$ cat config.mk
export PLATFORM = sky130hd
export DESIGN_NAME = if_fetch_aligner
export DESIGN_NICKNAME = d
export VERILOG_FILES = /design/src/rtl/if_fetch_aligner.sv
export SDC_FILE = /design/constraint.sdc
export NUM_CORES = 1
export LEC_CHECK = 0
export CORE_UTILIZATION = 51
export DETAILED_ROUTE_END_ITERATION = 7
export PLACE_DENSITY = 0.83
export SYNTH_ARGS = -nofsm -noshare
export SYNTH_HDL_FRONTEND = slang
export SYNTH_SLANG_ARGS = --single-unit
$ cat constraint.sdc
create_clock -name clk -period 2.95 [get_ports clk]
set_input_delay 0.59 -clock clk [delete_from_list [all_inputs] [get_ports clk]]
set_output_delay 0.59 -clock clk [all_outputs]
set_load 0.02 [all_outputs]
$ cat src/rtl/if_fetch_aligner.sv
// if_fetch_aligner: IF stage word fetcher and instruction realigner.
// Fetches aligned 32-bit words with at most one request outstanding and hands whole
// instructions to a registered IF/ID slot. A 32-bit instruction may straddle a word boundary.
// Build option: define RVC_EN for RV32IC halfword alignment. Without it, each fetched word
// is emitted as one 32-bit instruction.
module if_fetch_aligner #(
    parameter logic [31:0] RESET_PC = 32'h0000_0000
) (
    input  logic        clk,
    input  logic        rst_n,
    output logic        imem_req_o,
    output logic [31:0] imem_addr_o,
    input  logic        imem_gnt_i,
    input  logic        imem_rvalid_i,
    input  logic [31:0] imem_rdata_i,
    input  logic        redirect_i,
    input  logic [31:0] redirect_pc_i,
    output logic        id_valid_o,
    input  logic        id_ready_i,
    output logic [31:0] id_pc_o,
    output logic [31:0] id_instr_o,
    output logic        id_is_c_o
);

    typedef enum logic [1:0] {
        StFetch   = 2'd0,
        StWait    = 2'd1,
        StDiscard = 2'd2
    } state_e;

    state_e      state_q, state_d;
    logic        req_q, req_d;
    logic [31:0] fetch_addr_q, fetch_addr_d;
    logic [31:0] pc_q, pc_d;
    logic [31:0] rbuf_q, rbuf_d;
    logic        rbuf_valid_q, rbuf_valid_d;
    logic        id_valid_q, id_valid_d;
    logic [31:0] id_pc_q, id_pc_d;
    logic [31:0] id_instr_q, id_instr_d;
    logic        id_is_c_q, id_is_c_d;

    logic        resp_take;
    logic        word_valid;
    logic [31:0] word;
    logic        word_free;
    logic        can_load;
    logic        emit;
    logic        emit_is_c;
    logic [31:0] emit_instr;
    logic [31:0] align_pc_d;
    logic [31:0] redirect_pc;
    logic [31:0] redirect_addr;
    logic        unused_redirect_lsb;

    // A response is only taken in WAIT; a redirect in the same cycle drops it.
    assign resp_take  = (state_q == StWait) && imem_rvalid_i && !redirect_i;
    // The aligner sees the buffered word, or the word arriving this cycle. rbuf is
    // always empty in WAIT, so the two never compete.
    assign word_valid = rbuf_valid_q || resp_take;
    assign word       = rbuf_valid_q ? rbuf_q : imem_rdata_i;
    assign can_load   = !id_valid_q || id_ready_i;

`ifdef RVC_EN
    assign redirect_pc         = {redirect_pc_i[31:1], 1'b0};
    assign unused_redirect_lsb = redirect_pc_i[0];
`else
    assign redirect_pc         = {redirect_pc_i[31:2], 2'b00};
    assign unused_redirect_lsb = ^redirect_pc_i[1:0];
`endif
    assign redirect_addr = {redirect_pc_i[31:2], 2'b00};

`ifdef RVC_EN
    // The stash holds the upper halfword of an older word. It is only valid when
    // pc[1]=1, and it is then the halfword at pc.
    logic [15:0] stash_q, stash_d;
    logic        stash_valid_q, stash_valid_d, stash_valid_align;
    logic [15:0] half;

    // Pick the halfword at pc and decide what this cycle emits, stashes or frees.
    always_comb begin
        emit              = 1'b0;
        emit_instr        = '0;
        emit_is_c         = 1'b0;
        align_pc_d        = pc_q;
        word_free         = 1'b0;
        stash_d           = stash_q;
        stash_valid_align = stash_valid_q;
        half              = stash_valid_q ? stash_q : (pc_q[1] ? word[31:16] : word[15:0]);
        if (can_load && (stash_valid_q || word_valid)) begin
            if (half[1:0] != 2'b11) begin
                emit       = 1'b1;
                emit_instr = {16'h0000, half};
                emit_is_c  = 1'b1;
                align_pc_d = pc_q + 32'd2;
                if (stash_valid_q) begin
                    stash_valid_align = 1'b0;
                end else if (pc_q[1]) begin
                    word_free = 1'b1;
                end
            end else if (stash_valid_q) begin
                // Straddling instruction: the stash supplies the low half, and the
                // new word's upper half becomes the next stash.
                if (word_valid) begin
                    emit       = 1'b1;
                    emit_instr = {word[15:0], stash_q};
                    align_pc_d = pc_q + 32'd4;
                    stash_d    = word[31:16];
                    word_free  = 1'b1;
                end
            end else if (!pc_q[1]) begin
                emit       = 1'b1;
                emit_instr = word;
                align_pc_d = pc_q + 32'd4;
                word_free  = 1'b1;
            end else begin
                stash_d           = word[31:16];
                stash_valid_align = 1'b1;
                word_free         = 1'b1;
            end
        end
    end

    assign stash_valid_d = stash_valid_align && !redirect_i;

    // Stash register.
    always_ff @(posedge clk or negedge rst_n) begin
        if (!rst_n) begin
            stash_q       <= '0;
            stash_valid_q <= 1'b0;
        end else begin
            stash_q       <= stash_d;
            stash_valid_q <= stash_valid_d;
        end
    end
`else
    // Each word is exactly one instruction.
    always_comb begin
        emit       = 1'b0;
        emit_instr = '0;
        emit_is_c  = 1'b0;
        align_pc_d = pc_q;
        word_free  = 1'b0;
        if (can_load && word_valid) begin
            emit       = 1'b1;
            emit_instr = word;
            align_pc_d = pc_q + 32'd4;
            word_free  = 1'b1;
        end
    end
`endif

    // Fetch FSM, rbuf and pc next state; a redirect overrides everything.
    always_comb begin
        state_d      = state_q;
        fetch_addr_d = fetch_addr_q;
        pc_d         = align_pc_d;
        rbuf_d       = word;
        rbuf_valid_d = word_valid && !word_free;
        case (state_q)
            StFetch: begin
                if (req_q && imem_gnt_i) begin
                    state_d      = StWait;
                    fetch_addr_d = fetch_addr_q + 32'd4;
                end
            end
            StWait:    if (imem_rvalid_i) state_d = StFetch;
            StDiscard: if (imem_rvalid_i) state_d = StFetch;
            default:   state_d = StFetch;
        endcase
        if (redirect_i) begin
            pc_d         = redirect_pc;
            fetch_addr_d = redirect_addr;
            rbuf_valid_d = 1'b0;
            // Discard only while a response is still owed. That includes a grant
            // accepted in this same cycle.
            if (state_q != StFetch && imem_rvalid_i) begin
                state_d = StFetch;
            end else if (state_q != StFetch || (req_q && imem_gnt_i)) begin
                state_d = StDiscard;
            end else begin
                state_d = StFetch;
            end
        end
        req_d = (state_d == StFetch) && !rbuf_valid_d;
    end

    // IF/ID output slot: load when free or transferring, otherwise hold.
    always_comb begin
        id_valid_d = id_valid_q;
        id_pc_d    = id_pc_q;
        id_instr_d = id_instr_q;
        id_is_c_d  = id_is_c_q;
        if (redirect_i) begin
            id_valid_d = 1'b0;
        end else if (can_load) begin
            id_valid_d = emit;
            if (emit) begin
                id_pc_d    = pc_q;
                id_instr_d = emit_instr;
                id_is_c_d  = emit_is_c;
            end
        end
    end

    // State and registered outputs.
    always_ff @(posedge clk or negedge rst_n) begin
        if (!rst_n) begin
            state_q      <= StFetch;
            req_q        <= 1'b0;
            fetch_addr_q <= RESET_PC & 32'hFFFF_FFFC;
            pc_q         <= RESET_PC;
            rbuf_q       <= '0;
            rbuf_valid_q <= 1'b0;
            id_valid_q   <= 1'b0;
            id_pc_q      <= '0;
            id_instr_q   <= '0;
            id_is_c_q    <= 1'b0;
        end else begin
            state_q      <= state_d;
            req_q        <= req_d;
            fetch_addr_q <= fetch_addr_d;
            pc_q         <= pc_d;
            rbuf_q       <= rbuf_d;
            rbuf_valid_q <= rbuf_valid_d;
            id_valid_q   <= id_valid_d;
            id_pc_q      <= id_pc_d;
            id_instr_q   <= id_instr_d;
            id_is_c_q    <= id_is_c_d;
        end
    end

    assign imem_req_o  = req_q;
    assign imem_addr_o = fetch_addr_q;
    assign id_valid_o  = id_valid_q;
    assign id_pc_o     = id_pc_q;
    assign id_instr_o  = id_instr_q;
    assign id_is_c_o   = id_is_c_q;

endmodule

==> report_table.html <==
<table>
<tr><th>Metric</th><th>Value</th></tr>
<tr><th colspan="2">Worst setup path</th></tr>
<tr><td>Cell depth of the worst flop-to-flop path</td><td>7</td></tr>
<tr><td>Worst Setup EP</td><td>imem_addr_o[22]</td></tr>
<tr><td>Startpoint types</td><td>flop</td></tr>
<tr><td>Critical path's most frequent cell</td><td>sky130_fd_sc_hd__or4_1</td></tr>
<tr><td>Biggest cell delay along the critical path</td><td>around 0.61 ns</td></tr>
<tr><td>Worst-path cell chain</td><td>inv_1 &gt; ha_1 &gt; nand3_1 &gt; or4_1 &gt; buf_4 &gt; or4_1 &gt; a31oi_1</td></tr>
<tr><td>Type of the worst setup path</td><td>reg2reg</td></tr>
<tr><td>Slowest stage cell, crit path</td><td>sky130_fd_sc_hd__or4_1</td></tr>
<tr><td>Highest fanout seen on the critical path</td><td>18</td></tr>
<tr><td>Slack of the worst reg-to-reg path</td><td>between 0.4 and 0.5 ns</td></tr>
<tr><td>Reg2Reg Launch Point</td><td>state_q[1]</td></tr>
<tr><td>Arrival time of data at the critical path endpoint</td><td>roughly 2.8 ns</td></tr>
<tr><td>Crit. End Element</td><td>flop</td></tr>
<tr><td>Startpoint of the worst setup timing path</td><td>state_q[1]</td></tr>
<tr><td>Required time reported for the critical path endpoint</td><td>roughly 3.3 ns</td></tr>
<tr><td>R2r endpoint</td><td>imem_addr_o[22]</td></tr>
<tr><th colspan="2">GRT</th></tr>
<tr><td>Remaining Overflow, GRT</td><td>0</td></tr>
<tr><td>All-layer global routing usage</td><td>26.9%</td></tr>
<tr><td>Via count of the first global-routing pass</td><td>~6000</td></tr>
<tr><td>Initial antenna violation count</td><td>0</td></tr>
<tr><td>Met3 capacity usage during global routing</td><td>between 5 and 6%</td></tr>
<tr><td>Met1 track demand over resource</td><td>a little over a third</td></tr>
<tr><td>First-pass GRT wire length</td><td>~31 mm</td></tr>
<tr><td>Met2 Usage GRT</td><td>43.2%</td></tr>
<tr><td>Most utilized layer in the global route result</td><td>met2</td></tr>
<tr><td>Maximum number of pins on one net before global-route repair</td><td>between 60 and 70</td></tr>
<tr><th colspan="2">Yosys</th></tr>
<tr><td>Post-synthesis cell type count</td><td>44</td></tr>
<tr><td>Number of standard cells after synthesis</td><td>about 650</td></tr>
<tr><td>Fraction of synthesized cell area taken by the top area cell type</td><td>53.1%</td></tr>
<tr><td>Most used flip-flop cell after synthesis</td><td>sky130_fd_sc_hd__dfrtp_1</td></tr>
<tr><td>Synthesized cell area</td><td>7490 um^2</td></tr>
<tr><td>Synthesized flop and latch total</td><td>about 160</td></tr>
<tr><td>Ys Warns</td><td>0</td></tr>
<tr><td>Biggest area consumer among synthesized cells</td><td>sky130_fd_sc_hd__dfrtp_1</td></tr>
<tr><td>Number of synthesized flops with an enable pin</td><td>0</td></tr>
<tr><td>Mean area per synthesized cell</td><td>11.5 um^2</td></tr>
<tr><td>Main area contributors after synthesis</td><td>sky130_fd_sc_hd__dfrtp_1 (53%), sky130_fd_sc_hd__mux2_2 (16%), sky130_fd_sc_hd__nor2_1 (2.0%)</td></tr>
<tr><td>Fraction of registers with async set/reset</td><td>100%</td></tr>
<tr><td>Sequential fraction of the synthesis area</td><td>a little over half</td></tr>
<tr><th colspan="2">STA</th></tr>
<tr><td>Slew of the pin with the lowest slew margin</td><td>around 0.50 ns</td></tr>
<tr><td>Setup violators final</td><td>0</td></tr>
<tr><td>Clock Skews</td><td>roughly 0.0083 ns</td></tr>
<tr><td>Time the final worst path needs with I/O delays and setup</td><td>approximately 2.5 ns</td></tr>
<tr><td>Unrepaired setup endpoints after global routing</td><td>false</td></tr>
<tr><td>Highest Clock Rate</td><td>406 MHz</td></tr>
<tr><td>Share of the clock period used by the worst path</td><td>83.5%</td></tr>
<tr><td>Worst rel slew slack</td><td>around two thirds</td></tr>
<tr><td>Final hold violation count</td><td>0</td></tr>
<tr><td>Number of pins with negative max-slew slack in the final report</td><td>0</td></tr>
<tr><td>Setup TNS after final layout</td><td>0 ns</td></tr>
<tr><td>Worst Setup Slack, final</td><td>0.487 ns</td></tr>
<tr><th colspan="2">Layout</th></tr>
<tr><td>Count of inserted antenna diode cells</td><td>0</td></tr>
<tr><td>Filler Cells Inserted</td><td>approximately 1000</td></tr>
<tr><td>Proportion of layout cells with a drive suffix above 1</td><td>19.6%</td></tr>
<tr><td>Final-stage net count</td><td>883</td></tr>
<tr><td>Synthesis-to-finish area growth</td><td>32.4%</td></tr>
<tr><td>Post-Layout Cell Count</td><td>1000</td></tr>
<tr><th colspan="2">Clock network</th></tr>
<tr><td>Number of clock sinks</td><td>~160</td></tr>
<tr><td>Total number of H-tree levels</td><td>4</td></tr>
<tr><td>Root Driver</td><td>sky130_fd_sc_hd__clkbuf_16</td></tr>
<tr><td>Latest clock arrival within the worst-skew pair</td><td>0.43 ns</td></tr>
<tr><td>Clock-pin slew reported for the worst setup and hold paths after clock tree synthesis</td><td>around 0.06 ns</td></tr>
<tr><td>Number of cells upsized or downsized after cts</td><td>0</td></tr>
<tr><td>Inserted Clock Buffers</td><td>17</td></tr>
<tr><td>TritonCTS clock tree</td><td>yes</td></tr>
<tr><td>Maximum clock insertion buffer count</td><td>2</td></tr>
<tr><td>Post-CTS Hold Fix Bufs</td><td>0</td></tr>
<tr><td>Number of buffers added for setup after CTS</td><td>0</td></tr>
<tr><th colspan="2">Drt</th></tr>
<tr><td>Detailed-route via count</td><td>between 6000 and 7000</td></tr>
<tr><td>Total length of routed wires</td><td>just under 20 mm</td></tr>
<tr><td>DRT iter0 DRCs</td><td>500</td></tr>
<tr><td>Detail Route Antenna Nets</td><td>0</td></tr>
<tr><td>Post-route DRC</td><td>0</td></tr>
<tr><td>Detailed-route wire length per cell</td><td>between 15 and 20 um</td></tr>
<tr><td>First-pass DRT Iterations</td><td>6</td></tr>
<tr><td>Drt via density</td><td>approximately 6</td></tr>
<tr><th colspan="2">Worst hold path</th></tr>
<tr><td>Class of the most critical hold timing path</td><td>in2async</td></tr>
<tr><th colspan="2">Place</th></tr>
<tr><td>Post-placement worst setup slack</td><td>0.0946 ns</td></tr>
<tr><td>Weighted congestion reported at the end of routability-driven placement</td><td>0.856</td></tr>
<tr><td>IO Port Bufs</td><td>161</td></tr>
<tr><td># placed instances</td><td>~970</td></tr>
<tr><td>Detailed placement HPWL</td><td>~14 mm</td></tr>
<tr><th colspan="2">Die</th></tr>
<tr><td>Die Wd</td><td>123 um</td></tr>
<tr><td>Starting Density</td><td>a little over half</td></tr>
<tr><td>Chip height</td><td>~120 um</td></tr>
<tr><td>Floorplan core area</td><td>between 10000 and 15000 um^2</td></tr>
<tr><td>Ports</td><td>169</td></tr>
<tr><td>Total die area</td><td>roughly 15000 um^2</td></tr>
<tr><td>Number of rows in the core area</td><td>between 40 and 50</td></tr>
<tr><th colspan="2">Power</th></tr>
<tr><td>Switching Power</td><td>between 2000 and 3000 uW</td></tr>
<tr><td>Share of total power consumed by net switching</td><td>about a third</td></tr>
<tr><td>Power density normalized to cell area</td><td>824 nW/um^2</td></tr>
<tr><td>Internal power contribution</td><td>~5600 uW</td></tr>
<tr><td>Power share of the sequential group</td><td>38.1%</td></tr>
<tr><td>Peak supply drop</td><td>~500 uV</td></tr>
<tr><td>Leakage power</td><td>0.00398 uW</td></tr>
<tr><td>Clock Power Share</td><td>28.9%</td></tr>
<tr><td>Combinational group share of total power</td><td>between 30% and 40%</td></tr>
<tr><th colspan="2">Status</th></tr>
<tr><td>Result of the run</td><td>finished clean</td></tr>
<tr><th colspan="2">Job</th></tr>
<tr><td>Max-cap violation count</td><td>0</td></tr>
</table>
-- worst max-delay path: cells and delay by family, from the launching register on --
family | cells | cell delay (ns)
AOI/OAI and AO/OA | 1 | 0.16
and+or+nand+nor | 3 | 1.26
DFF | 1 | 0.39
buffers and inverters | 2 | 0.35
adders and majority gates | 1 | 0.20
-- cell type report --
| type | count | area, um^2 | area share, % |
|---|---|---|---|
| clock buffer | 20 | 457 | 4.60 |
| clock inverter | 12 | 183 | 1.84 |
| inverter | 11 | 41.3 | 0.416 |
| multi-input combinational | 441 | 3280 | 33.1 |
| sequential | 159 | 3980 | 40.1 |
| tap | 180 | 225 | 2.27 |
| timing repair buffer | 177 | 1760 | 17.7 |
-- sequential cells by signal (all words and copies together), names as in the netlist, 2 cells and up --
signal and count:
id_instr_o 32, rbuf_q 32, id_pc_o 30, imem_addr_o 30, pc_q 30, state_q 2
-- power groups by stage --
stage	logic, uW	clock network [uW]	registers, uW
3_5_place_dp	2700	0	3140
4_1_cts	2720	2400	3110
6_report	2710	2360	3110
3_3_place_gp	2630	0	3110
5_1_grt	2860	2480	3190
2_1_floorplan	857	0	3630
-- layer usage --
layer | vias to the layer above | part of all wire (%) | routed length, um
met5 | - | 0 | 0
met4 | 0 | 3.0 | 578
met3 | 44 | 6.1 | 1200
met2 | 246 | 50 | 9770
met1 | 3092 | 41 | 8030
li1 | 2744 | - | -
-- stage by stage --
step	power, uW	hold WS, ns	util [%]	instance area (um^2)
final	8180	0.111	70.4	9930
after global routing	8530	0.147	70.4	9930
after CTS	8230	0.117	70.4	9930
after detailed placement	5850	0.482	65.9	9290
after global placement	5740	0.474	65.9	9290
after floorplan	4480	0.294	-	7510
-- layout by cell type, fill, tap and decap left out, types with 3 or more instances in the layout --
cell / n
sky130_fd_sc_hd__nand2b_1: 5
sky130_fd_sc_hd__clkdlybuf4s50_1: 160
sky130_fd_sc_hd__nand2_1: 22
sky130_fd_sc_hd__and3_1: 12
sky130_fd_sc_hd__a21oi_1: 10
sky130_fd_sc_hd__and4_1: 10
sky130_fd_sc_hd__xnor2_1: 11
sky130_fd_sc_hd__nor4_1: 20
sky130_fd_sc_hd__nand3_1: 26
sky130_fd_sc_hd__bufinv_16: 4
sky130_fd_sc_hd__o31ai_1: 17
sky130_fd_sc_hd__a31oi_1: 23
sky130_fd_sc_hd__nand4_1: 22
sky130_fd_sc_hd__o31a_1: 5
sky130_fd_sc_hd__clkinvlp_4: 3
sky130_fd_sc_hd__a211oi_1: 9
sky130_fd_sc_hd__and2_1: 3
sky130_fd_sc_hd__clkbuf_16: 17
sky130_fd_sc_hd__or3_1: 8
sky130_fd_sc_hd__nor2b_1: 7
sky130_fd_sc_hd__a311oi_1: 10
sky130_fd_sc_hd__buf_4: 14
sky130_fd_sc_hd__inv_1: 10
sky130_fd_sc_hd__nor2_1: 39
sky130_fd_sc_hd__ha_1: 6
sky130_fd_sc_hd__dfrtp_1: 159
sky130_fd_sc_hd__a21o_1: 4
sky130_fd_sc_hd__a211o_1: 3
sky130_fd_sc_hd__mux2_2: 104
sky130_fd_sc_hd__or4_1: 17
sky130_fd_sc_hd__xor2_1: 5
sky130_fd_sc_hd__conb_1: 5
sky130_fd_sc_hd__nor3_1: 14
sky130_fd_sc_hd__o21ai_0: 11
-- cells in the mapped netlist, types with 2 or more instances --
| cell type | n |
|---|---|
| sky130_fd_sc_hd__clkbuf_1 | 28 |
| sky130_fd_sc_hd__o21ai_0 | 11 |
| sky130_fd_sc_hd__a311oi_1 | 10 |
| sky130_fd_sc_hd__buf_1 | 6 |
| sky130_fd_sc_hd__and3_1 | 12 |
| sky130_fd_sc_hd__nand2_1 | 22 |
| sky130_fd_sc_hd__ha_1 | 6 |
| sky130_fd_sc_hd__a211oi_1 | 9 |
| sky130_fd_sc_hd__buf_4 | 5 |
| sky130_fd_sc_hd__xor2_1 | 5 |
| sky130_fd_sc_hd__and2_1 | 3 |
| sky130_fd_sc_hd__or3_1 | 8 |
| sky130_fd_sc_hd__nor4_1 | 20 |
| sky130_fd_sc_hd__and4_1 | 10 |
| sky130_fd_sc_hd__a211o_1 | 3 |
| sky130_fd_sc_hd__o31a_1 | 5 |
| sky130_fd_sc_hd__nand2b_1 | 5 |
| sky130_fd_sc_hd__a21oi_1 | 10 |
| sky130_fd_sc_hd__xnor2_1 | 11 |
| sky130_fd_sc_hd__nor2_1 | 39 |
| sky130_fd_sc_hd__buf_2 | 7 |
| sky130_fd_sc_hd__nand4_1 | 22 |
| sky130_fd_sc_hd__or4_1 | 17 |
| sky130_fd_sc_hd__nor3_1 | 15 |
| sky130_fd_sc_hd__a31oi_1 | 23 |
| sky130_fd_sc_hd__a21o_1 | 4 |
| sky130_fd_sc_hd__o31ai_1 | 17 |
| sky130_fd_sc_hd__nand3_1 | 26 |
| sky130_fd_sc_hd__nor2b_1 | 7 |
| sky130_fd_sc_hd__nand3_2 | 2 |
| sky130_fd_sc_hd__dfrtp_1 | 159 |
| sky130_fd_sc_hd__inv_1 | 11 |
| sky130_fd_sc_hd__or3_2 | 2 |
| sky130_fd_sc_hd__mux2_2 | 104 |
-- worst min path at each step --
| stage | startpoint | to | slack [ns] |
|---|---|---|---|
| detailed placement | rbuf_q[27] | rbuf_q[27] | 0.48 |
| floorplan | rst_n | id_instr_o[0] | 0.29 |
| global route | rst_n | imem_addr_o[9] | 0.15 |
| global placement | rbuf_q[25] | rbuf_q[25] | 0.47 |
| finish | rst_n | id_pc_o[11] | 0.11 |
| CTS | rst_n | id_pc_o[19] | 0.12 |
-- logic make-up (layout without fill, tap and decap cells) --
family | count (synthesis) | in the layout | synth area share, %
flops | 159 | 159 | 53.1
other cells | 1 | 5 | 0.0500
xor+xnor | 16 | 16 | 1.87
compound gates | 97 | 97 | 9.03
mux | 105 | 105 | 15.8
simple gates | 212 | 212 | 15.8
buf+inv | 58 | 220 | 3.37
fa+ha+maj | 6 | 6 | 1.00
(Power assumes the default switching activity.)
